`src/rtl/numero_source.sv`:
```
// Handshake data source for the pulse-former consumer: a host-filled FIFO drained one entry per soc/eoc handshake.
// Optional build macro NUMERO_ZERO_CLAMP_EN: pushed zeros are stored as one.
module numero_source #(
    parameter int         DEPTH      = 4,
    parameter logic [7:0] INIT_VALUE = 8'd6
) (
    input  logic                     clock,
    input  logic                     reset,
    input  logic                     soc,
    output logic                     eoc,
    output logic [7:0]               numero,
    input  logic                     wr_en,
    input  logic [7:0]               wr_data,
    output logic                     full,
    output logic [$clog2(DEPTH):0]   level,
    output logic                     overflow
);

    localparam int AW = $clog2(DEPTH);
    localparam int LW = AW + 1;
    localparam logic [LW-1:0] DEPTH_L = LW'(DEPTH);

    typedef enum logic [1:0] {
        ST_IDLE  = 2'd0,
        ST_ACK   = 2'd1,
        ST_FETCH = 2'd2
    } state_t;

    state_t          r_state;
    state_t          w_state_nxt;
    logic            r_eoc;
    logic            w_eoc_nxt;
    logic [7:0]      r_numero;
    logic [7:0]      r_mem [DEPTH];
    logic [AW-1:0]   r_wr_ptr;
    logic [AW-1:0]   r_rd_ptr;
    logic [LW-1:0]   r_level;
    logic            r_overflow;
    logic            w_empty;
    logic            w_full;
    logic            w_pop;
    logic            w_push;
    logic [7:0]      w_store_data;

    // The consumer cannot form a zero-length pulse, so a zero may be promoted to one.
    function automatic logic [7:0] store_value(input logic [7:0] d);
`ifdef NUMERO_ZERO_CLAMP_EN
        return (d == 8'd0) ? 8'd1 : d;
`else
        return d;
`endif
    endfunction

    assign w_empty      = (r_level == {LW{1'b0}});
    assign w_full       = (r_level == DEPTH_L);
    assign w_pop        = (r_state == ST_FETCH) && !w_empty;
    assign w_push       = wr_en && (!w_full || w_pop);
    assign w_store_data = store_value(wr_data);

    // Handshake next-state and next-eoc decode.
    always_comb begin
        w_state_nxt = r_state;
        w_eoc_nxt   = r_eoc;
        case (r_state)
            ST_IDLE: begin
                if (soc) begin
                    w_state_nxt = ST_ACK;
                    w_eoc_nxt   = 1'b0;
                end else begin
                    w_state_nxt = ST_IDLE;
                    w_eoc_nxt   = 1'b1;
                end
            end
            ST_ACK: begin
                w_eoc_nxt = 1'b0;
                if (!soc) begin
                    w_state_nxt = ST_FETCH;
                end else begin
                    w_state_nxt = ST_ACK;
                end
            end
            ST_FETCH: begin
                if (w_pop) begin
                    w_state_nxt = ST_IDLE;
                    w_eoc_nxt   = 1'b1;
                end else begin
                    w_state_nxt = ST_FETCH;
                    w_eoc_nxt   = 1'b0;
                end
            end
            default: begin
                w_state_nxt = ST_IDLE;
                w_eoc_nxt   = 1'b1;
            end
        endcase
    end

    // Handshake state, registered outputs and FIFO bookkeeping.
    always_ff @(posedge clock) begin
        if (reset) begin
            r_state    <= ST_IDLE;
            r_eoc      <= 1'b1;
            r_numero   <= INIT_VALUE;
            r_wr_ptr   <= {AW{1'b0}};
            r_rd_ptr   <= {AW{1'b0}};
            r_level    <= {LW{1'b0}};
            r_overflow <= 1'b0;
        end else begin
            r_state    <= w_state_nxt;
            r_eoc      <= w_eoc_nxt;
            r_overflow <= wr_en && w_full && !w_pop;
            if (w_pop) begin
                r_numero <= r_mem[r_rd_ptr];
                r_rd_ptr <= r_rd_ptr + AW'(1);
            end
            if (w_push) begin
                r_wr_ptr <= r_wr_ptr + AW'(1);
            end
            case ({w_push, w_pop})
                2'b10:   r_level <= r_level + LW'(1);
                2'b01:   r_level <= r_level - LW'(1);
                default: r_level <= r_level;
            endcase
        end
    end

    // FIFO storage; contents are don't-care until written, so no reset.
    always_ff @(posedge clock) begin
        if (w_push) begin
            r_mem[r_wr_ptr] <= w_store_data;
        end
    end

    assign eoc      = r_eoc;
    assign numero   = r_numero;
    assign level    = r_level;
    assign full     = w_full;
    assign overflow = r_overflow;

endmodule

```
`config.mk`:
```
export PLATFORM = sky130hd
export DESIGN_NAME = numero_source
export DESIGN_NICKNAME = d
export VERILOG_FILES = /design/src/rtl/numero_source.sv
export SDC_FILE = /design/constraint.sdc
export NUM_CORES = 1
export LEC_CHECK = 0
export BUFFER_PORTS_ARGS = -buffer_cell sky130_fd_sc_hd__buf_4
export CORE_ASPECT_RATIO = 1.2
export CORE_MARGIN = 3
export CORE_UTILIZATION = 30
export DETAILED_ROUTE_END_ITERATION = 10
export GPL_TIMING_DRIVEN = 0
export PLACE_DENSITY = 0.57
export RECOVER_POWER = 100
export SLEW_MARGIN = 20
export SYNTH_ARGS = -nofsm -noshare
export SYNTH_HDL_FRONTEND = slang
export SYNTH_SLANG_ARGS = --single-unit
```
`constraint.sdc`:
```
create_clock -name clock -period 2.4 [get_ports clock]
set_input_delay 0.24 -clock clock [delete_from_list [all_inputs] [get_ports clock]]
set_output_delay 0.24 -clock clock [all_outputs]
set_load 0.005 [all_outputs]
```
Word level (Yosys, flattened, before mapping)
Memories as Yosys holds them, arrays and structs flattened. A register that Yosys moved wholly into a read port is not among the register bits. Cells that the tools add are included.

Register bits after elaboration: 11. Bits in writable memories: 32. Bits of input ports: 12. Output and inout port bits: 14. Word-level logic and storage cells: 37. Memories kept: 1.

Memory list: r_mem (depth 4, width 8, rd ports 1, clocked after Yosys merged registers in 1, wr ports 1, line 34) `logic [7:0] r_mem [DEPTH];`.

Add/sub/neg operators: 4. Equal/unequal tests: 5. Multiplexer cells: 10. Reduce and logical (&&, ||, !) cells: 11.

Operator list (count): $pmux W2 S3 (1); $pmux W3 S2 (1); $mux W1 (5); $add A2 B1 Y2 const B (2); $eq A2 B1 Y1 const B (2); $eq A2 B2 Y1 const B (2); $logic_and A1 B1 Y1 (4); $mux W2 (2); $add A3 B1 Y3 const B (1); $eq A3 B3 Y1 const B (1); $logic_not A1 Y1 (3); $logic_not A3 Y1 (1); $pmux W1 S3 (1); $sub A3 B1 Y3 const B (1); $logic_not A2 Y1 (1); $reduce_bool A2 Y1 (1); $logic_or A1 B1 Y1 (1).

Longest topological paths before layout
Gate-level depths: netlist of the first run.

Word-level depth: 7. Mapped depth: 8. Mapped depth without buffers: 7.

Worst setup path before layout of the first run
OpenSTA, ideal clock, no wires.

Path kind: register to register. Start point: register r_state[0]. End point: register r_level[2], in the netlist level[2]. Library setup time: 0.074 ns. Arrival time: 1.902 ns. Data required time: 2.326 ns. Setup slack: 0.424 ns. Stages on the path, launching flop included: 9. Clock period less this slack: 1.976 ns. Path through: dfxtp_1 -> nand2b_1 -> clkbuf_2 -> or3_2 -> fa_1 -> nor2b_1 -> nand2_1 -> a21o_1 -> a31oi_1.

Word-level cells in the longest chain between the ends: 6. Elaborated cells on any way between the ends: 8.

RTL lines: start: declaration (line 29) `state_t r_state;`; start signal: assignment (line 109) `r_state <= w_state_nxt;`; $eq A2 B2 Y1 (*) (line 56) `assign w_pop = (r_state == ST_FETCH) && !w_empty;`; $logic_and A1 B1 Y1 (*) (line 56); $logic_or A1 B1 Y1 (line 57) `assign w_push = wr_en && (!w_full || w_pop);`; $logic_and A1 B1 Y1 (line 57); $eq A2 B1 Y1 / $eq A2 B2 Y1 (equally long branches) (line 119) `case ({w_push, w_pop})`; $pmux W3 S2 / $reduce_bool A2 Y1 (equally long branches); end signal: assignment (line 120) `2'b10: r_level <= r_level + LW'(1);`; end signal: assignment (line 121) `2'b01: r_level <= r_level - LW'(1);`; end signal: assignment (line 122) `default: r_level <= r_level;`; end: declaration (line 37) `logic [LW-1:0] r_level;`.

Every way passes the cells marked *; elsewhere a longest branch is shown, timed or not. A chain may end at the register's enable or synchronous reset.

Worst setup path after layout of the first run
Same ends and word-level chain as after synthesis.

==> results list, run 1 <==
- The flow ran to the end, and the final reports show no timing, DRC or antenna violations.
- Final hold analysis gives a worst-case slack of 195 ps.
- Half-perimeter wire length of the detailed placement result: 2440 um
- Worst hold path stage count: 1
- Number of setup buffers added after CTS: 0
- The H-tree generated during clock tree synthesis spans 2 levels.
- Worst Setup Slack post-DPL: 289 ps
- Maximum number of pins on one net before global-route repair: 17
- Net switching is 22.1% of the power.
* Simple-Gate Fraction of Synth Area: 12.8%
- The finished layout holds 265 standard cells, fillers aside.
* Total standard cell area after synthesis: 2060 um^2
* Post-route DRC violation count: 0
- Leftover overflow at the end of global routing: 0
- The net count of the finished layout is 196.
- Worst path arrival time: 2340 ps
* Post-placement cell area: 2350 um^2
- For this design the static power due to leakage is 0.809 nW.
- In the synthesized netlist, the number of instances is 148.
* Highest fanout seen on the critical path: 7
* P_sw: 0.386 mW
- The floorplan step defined a die boundary enclosing 7900 um^2.
- Clock latency on the worst-skew pair: 300 ps
- Internal power component: 1.36 mW
- Mux cell area share after synthesis: 10.3%
- Num rows: 32
- In the routed layout, each cell is associated on average with a via count of 4.32.
* Fraction of the mapped netlist area in compound gates: 4.13%
- Input and output buffers added on the ports amount to 24.
- Aggregate negative setup slack: 0 ps
- In the final routed layout, each cell accounts on average for 12.7 um.
- Buffers inserted to repair hold after CTS numbered 0.
- Library cell occupying the most area in the post-synthesis netlist: sky130_fd_sc_hd__edfxtp_1
* Final estimated routing congestion in global placement: 0.663
* Die width: 81.6 um
- CTS placed an instance of sky130_fd_sc_hd__clkbuf_8 at the clock tree root.
* Via count of the first global-routing pass: 1174
- STA classifies the critical path endpoint as a flop.
- Unrepaired setup endpoints after global routing: no
* CTS Buffer Depth: 2
* Logic gate share of total power: 8.9%
- The cell family contributing the most delay on the critical path is simple AND/OR/NAND/NOR gates.
- Once routing completed, OpenROAD measured the worst setup slack at 295 ps.
- Share of the yosys chip area belonging to registers: 65.1%
* Number of slew-limit violations in the final report: 0
- Yosys attributes the largest share of cell area to sky130_fd_sc_hd__edfxtp_1, sky130_fd_sc_hd__dfxtp_1, sky130_fd_sc_hd__mux4_2.
- Worst Setup Path Type: flop to flop
- Of the cells placed in the final design, the portion with a size suffix greater than 1 is 20.6%.
- CTS clock-pin slew for the worst setup and hold paths: 90 ps
- Sequential standard cell area: 1340 um^2
- The region available for standard cell placement spans 6530 um^2.
* Total Routed Length: 3380 um
* R2R cell count: 8
* Worst slew margin relative to its limit: 48.2%
* Final worst-path cycle share: 87.7%
- Crit-path cells: nand2b_1, clkbuf_2, or3_2, fa_1, nor2b_1, nand2_1, a21o_1, a31oi_1
* Multi-input gate area in the final layout: 656 um^2
- The first global-routing pass estimated 5700 um of wire.
* Worst VDD drop: 0.322 mV
- Power Total: 1.75 mW
- Static timing analysis puts the maximum clock frequency at 475 MHz.
- TritonCTS created 5 clock buffers.
- Max Cap Viol: 0
* Minimum clock period: 2100 ps
- Most common library cell in the layout ignoring fill and taps: sky130_fd_sc_hd__edfxtp_1
- I/O pin total: 26
- Antenna viol nets, final: 0
- The initial antenna violation count was 0.
- The number of placed instances, taps included, is 257.
- Number of nets produced by synthesis: 165
- Worst path slowest cell: sky130_fd_sc_hd__or3_2
- In this run the mean area of a mapped cell was 13.9 um^2.
* All-layer global routing usage: 9.58%
- Buffers plus inverters on the worst setup path: 1
* First-pass DRT Iterations: 4
- Largest family of logic cells by synthesized area: simple AND/OR/NAND/NOR gates
- Of the total synthesized cell area, the portion taken by full adders, half adders and majority gates is 3.40%.
* Die Span Y: 96.8 um
* Setup Viol. Count Final: 0
* Crit. path cell count: 8
- After synthesis, the netlist uses 35 different library cells.
* Post-synthesis register bit count: 51
- Delay of the slowest critical-path stage: 470 ps
- Per report_power, the clock group accounts for 33.9% of the total.
- Relative to the synthesized area, the layout overhead comes to 17.0%.
- Total vias in the final route: 1146
- Filler Cell Count: 638
- The path class of the tightest hold or removal check is input port to flop.
- In this run the biggest area consumer among cell types represents 46.7% of the synthesized area.
- Inserted Diodes: 0
- CP startpoint kind: flop
* Worst Clk Skew: 8.70 ps
* Transition time of the tightest slew-check pin: 778 ps
- Yosys printed 0 warnings.
* Number of sinks driven by the clock tree: 51
* Most used cells in the layout excluding fill and tap cells: sky130_fd_sc_hd__edfxtp_1, sky130_fd_sc_hd__nand2_1, sky130_fd_sc_hd__dfxtp_1
- Sequential fraction of design power: 57.2%
- Once the floorplan was initialized, standard cells occupied 31.6% of the core.
- At the worst endpoint, the required time is 2640 ps.
- Clock tree from TritonCTS: yes
- In this run the power density over the cells is 726 nW/um^2.
- Fraction of synthesized cell area in xor and xnor cells: 1.70%
* Final Instance Area: 2410 um^2
* CTS resizes: 0
- The number of endpoints with negative hold slack in the final report was 0.
- For this block, the initial DRC count from the detailed router was 31.
- Final Core Density: 36.9%
## final timing paths
path                   start           to  slack (ps)
setup reg to reg  r_state[0]     level[2]         300
hold reg to reg    numero[4]    numero[4]         460
hold / removal    wr_data[4]  r_mem[2][4]         190
setup / recovery  r_state[0]     level[2]         300
## cell type report
class / count / area share, %
clock buffer: 5 / 2.86
inverter: 5 / 0.779
tap: 85 / 4.42
buffer: 7 / 1.35
timing repair buffer: 24 / 5.92
clock inverter: 3 / 1.77
sequential: 51 / 55.7
multi-input combinational: 85 / 27.2
## metal layers
metal  vias up  routed length (um)  global-route usage, %
met5         -                   0                      0
met4         0                  57                   3.45
met2        26                1610                   15.0
li1        585                   -                      -
met3         6                 186                   3.07
met1       529                1520                   12.3
## power by group through the flow
stage	registers, mW	logic [mW]	clock network [mW]
finish	1.00	0.155	0.592
floorplan	1.02	0.109	0
detailed placement	1.02	0.172	0
global placement	1.02	0.170	0
CTS	1.00	0.171	0.611
global route	1.01	0.177	0.644
## flip-flops by register name, indices dropped and copies added (netlist names)
register,cells
r_mem,32
numero,8
eoc,1
r_rd_ptr,2
level,3
r_state,2
overflow,1
r_wr_ptr,2
## Yosys cell counts
cell type	count
sky130_fd_sc_hd__clkbuf_1	3
sky130_fd_sc_hd__a221oi_2	1
sky130_fd_sc_hd__fa_1	1
sky130_fd_sc_hd__buf_2	1
sky130_fd_sc_hd__mux2_2	2
sky130_fd_sc_hd__o21ai_0	1
sky130_fd_sc_hd__nor2b_1	1
sky130_fd_sc_hd__nor3b_1	2
sky130_fd_sc_hd__or3b_2	1
sky130_fd_sc_hd__or3_1	1
sky130_fd_sc_hd__nor2_1	12
sky130_fd_sc_hd__o21a_2	1
sky130_fd_sc_hd__a21oi_1	7
sky130_fd_sc_hd__a21o_1	1
sky130_fd_sc_hd__nand3b_1	2
sky130_fd_sc_hd__xnor2_1	4
sky130_fd_sc_hd__ha_1	4
sky130_fd_sc_hd__or3_2	1
sky130_fd_sc_hd__nor3_1	1
sky130_fd_sc_hd__buf_4	1
sky130_fd_sc_hd__clkbuf_2	2
sky130_fd_sc_hd__mux4_2	8
sky130_fd_sc_hd__nand2b_1	4
sky130_fd_sc_hd__nor4b_1	1
sky130_fd_sc_hd__nor2_2	1
sky130_fd_sc_hd__and2b_2	1
sky130_fd_sc_hd__dfxtp_1	19
sky130_fd_sc_hd__a31oi_1	1
sky130_fd_sc_hd__inv_1	5
sky130_fd_sc_hd__edfxtp_1	32
sky130_fd_sc_hd__nand2_1	19
sky130_fd_sc_hd__o211ai_1	1
sky130_fd_sc_hd__or3b_1	1
sky130_fd_sc_hd__mux2i_1	1
sky130_fd_sc_hd__and2_1	4
## cell families after synthesis
logic type | after synthesis
AOI/OAI and AO/OA | 13
xor gates and xnor gates | 4
adders and majority gates | 5
buffers and inverters | 12
DFF | 51
muxes | 11
and+or+nand+nor | 52
Note: power is estimated with default switching activity, not from simulation.
==> run 2, diff against run 1 <==
REMOVE_ABC_BUFFERS = 1   (was default)
SKIP_LAST_GASP = 1   (was default)
clock period = 2.5 ns   (was 2.4 ns; I/O delays follow)
==> results list, run 2 (synthesized netlist as in run 1, its figures left out) <==
- Num rows: 32 (unchanged)
- The worst-case reg-to-reg path depth came to 7 (-1).
- The I/O pin count was 26 (unchanged).
- TritonCTS built the clock tree.
- Data required time at the worst endpoint: 2730 ps (+90 ps)
* Number of antenna violations at the first check in global routing: 0 (unchanged)
* Initial cell density of the core: 31.6% (unchanged)
- The startpoint identified for the worst register-to-register timing path is r_state[0].
- Post-route DRC violation count: 0 (unchanged)
- Register containing the most flip-flops in the final layout: r_mem
- The number of antenna cells inserted came to 0 (unchanged).
* Power Total: 1.69 mW (-3.3%)
- Total Routed Length: 3440 um (+1.8%)
* Number of slew-limit violations in the final report: 0 (unchanged)
* Unrepaired setup endpoints after global routing: no
* Reg2Reg Setup Slack: 370 ps (+80 ps)
* All-layer global routing usage: 9.64% (+0.055 points)
* Maximum number of pins on one net before global-route repair: 22 (+5)
* Highest clock frequency the design can meet: 470 MHz (-1.0%)
- Hold Violations, Final: 0 (unchanged)
- The number of iterations in the first detailed-routing pass is 4 (unchanged).
- The count of buffers added by post-CTS timing repair for setup is 0 (unchanged).
- The final setup TNS came to 0 ps (unchanged).
* Number of flip-flops under the largest register name: 32 (unchanged)
- The buffer depth of the longest clock path is 2 (unchanged).
- Iter 0 DRT Violations: 36 (+16%)
- Path type of the worst min-delay path: input port to flop
* Final worst-path cycle share: 85.1% (-2.6 points)
- Highest fanout seen on the critical path: 7 (unchanged)
- Via count of the first global-routing pass: 1161 (-1.1%)
- CP startpoint kind: flop
- The root buffer cell chosen for the clock tree is sky130_fd_sc_hd__clkbuf_8.
* Total Die Area: 7900 um^2 (unchanged)
* Worst Setup Slack post-DPL: 398 ps (+109 ps)
- The slew at the pin closest to its max-slew limit is 647 ps (-130 ps).
- The number of I/O port buffers came to 25 (+4.2%).
- The setup slack of the critical path after layout is 373 ps (+77.9 ps).
- The leakage component of the power was 0.804 nW (-0.71%).
- The number of antenna-violating nets in the routed design was 0 (unchanged).
- Layout area overhead: 16.2%
* Setup Viol. Count Final: 0 (unchanged)
- The number of buffers created by CTS came to 5 (unchanged).
* Number of sinks driven by the clock tree: 51 (unchanged)
* # nets final: 190 (-3.1%)
- Leftover overflow at the end of global routing: 0 (unchanged)
* Worst path arrival time: 2360 ps (+20 ps)
* Worst Clk Skew: 5.01 ps (-3.70 ps)
* Final estimated routing congestion in global placement: 0.700 (+5.6%)
- The worst-skew pair later-pin latency is 300 ps (about the same).
- Ratio of routed vias to standard cells: 4.53 (+4.8%)
- Pwr Density: 707 nW/um^2 (-2.6%)
- Hold Path Origin: wr_data[7]
* Max Cap Viol: 0 (unchanged)
- The wire length per cell after detailed routing is 13.3 um (+4.2%).
- Worst hold path stage count: 1 (unchanged)
- The placed standard-cell area is 2320 um^2 (-1.1%).
- The sum of net half-perimeters after detailed placement was 2340 um (-4.2%).
* Die Span Y: 96.8 um (unchanged)
- The worst register-to-register path ends at level[2].
- Global-route wire length before repair: 5650 um (-0.84%)
- In the layout the commonest cells are sky130_fd_sc_hd__edfxtp_1, sky130_fd_sc_hd__nand2_1, sky130_fd_sc_hd__dfxtp_1.
- The library cell used most frequently in the layout, excluding fill and tap cells, is sky130_fd_sc_hd__edfxtp_1.
- Area of the placeable core: 6530 um^2 (unchanged)
- Hold bufs inserted after CTS: 0 (unchanged)
* Final Instance Area: 2390 um^2 (-0.68%)
* Worst VDD drop: 0.321 mV (-0.42%)
* Number of H-tree levels: 2 (unchanged)
- Total vias in the final route: 1174 (+2.4%)
- CTS clock-pin slew for the worst setup and hold paths: 90 ps (about the same)
* WHS Endpoint: r_mem[0][7]
- Result of the run: complete, no violations
- CTS resizes: 0 (unchanged)
* Worst hold slack: 198 ps (+3.08 ps)
- The layout cell share with drive strength beyond 1 came to 21.3% (+0.71 points).
- The worst-case headroom to the max-slew limit came to 56.8% (+8.7 points).
- Kind of end point of the critical path: flop
- Worst Setup Path Type: flop to flop
- The width of the chip came to 81.6 um (unchanged).
- Minimum clock period: 2130 ps (+22.1 ps)
==> run 2: cell count changes in the layout (fill, tap and decap cells not counted), sizes merged <==
cell,before,now
buf,2,3
clkbuf,34,27
==> run 2: layout make-up <==
| type | count | area, um^2 |
|---|---|---|
| Multi-Input combinational cell | 85 | 656 |
| Inverter | 5 | 18.8 |
| Timing Repair Buffer | 25 | 154 |
| Fill cell | 631 | 4130 |
| Clock inverter | 3 | 47.5 |
| Clock buffer | 5 | 68.8 |
| Sequential cell | 51 | 1340 |
| Tap cell | 85 | 106 |
==> run 2: per-stage QoR <==
stage                     util (%)  instances
after floorplan                  -        141
after global placement        35.5        251
after detailed placement      35.5        251
after CTS                     37.3        259
after global routing          36.7        259
final                         36.7        259
==> run 2: worst max path at each step <==
stage	from	end	slack (ps)	depth (start not counted)
floorplan	r_state[0]	level[2]	550	7
global route	r_state[0]	level[2]	250	7
finish	r_state[0]	level[2]	370	7
detailed placement	r_state[0]	level[2]	400	7
global placement	r_state[0]	level[2]	400	7
CTS	r_state[0]	level[2]	360	7
==> run 2: per-layer routing <==
| metal | share of wire, % | global-route usage (%) | up-vias | wire length [um] |
|---|---|---|---|---|
| met3 | 6.0 | 2.98 | 6 | 206 |
| met2 | 47 | 15.1 | 27 | 1610 |
| met4 | 2.0 | 4.22 | 0 | 70 |
| li1 | - | - | 573 | - |
| met1 | 45 | 12.1 | 568 | 1550 |
| met5 | 0 | 0 | - | 0 |
==> run 2: critical path, stage by stage (launching register included) <==
cell and delay [ps]:
sky130_fd_sc_hd__dfxtp_1 340, sky130_fd_sc_hd__nand2b_1 250, sky130_fd_sc_hd__or3_2 500, sky130_fd_sc_hd__fa_1 400
sky130_fd_sc_hd__nor2b_1 160, sky130_fd_sc_hd__nand2_1 90, sky130_fd_sc_hd__a21o_1 170, sky130_fd_sc_hd__a31oi_1 150
==> run 2: where the power goes <==
group / total, mW / switching, mW / internal (mW)
Sequential: 0.963 / 0.0225 / 0.940
Clock: 0.582 / 0.278 / 0.304
Combinational: 0.146 / 0.0786 / 0.0673
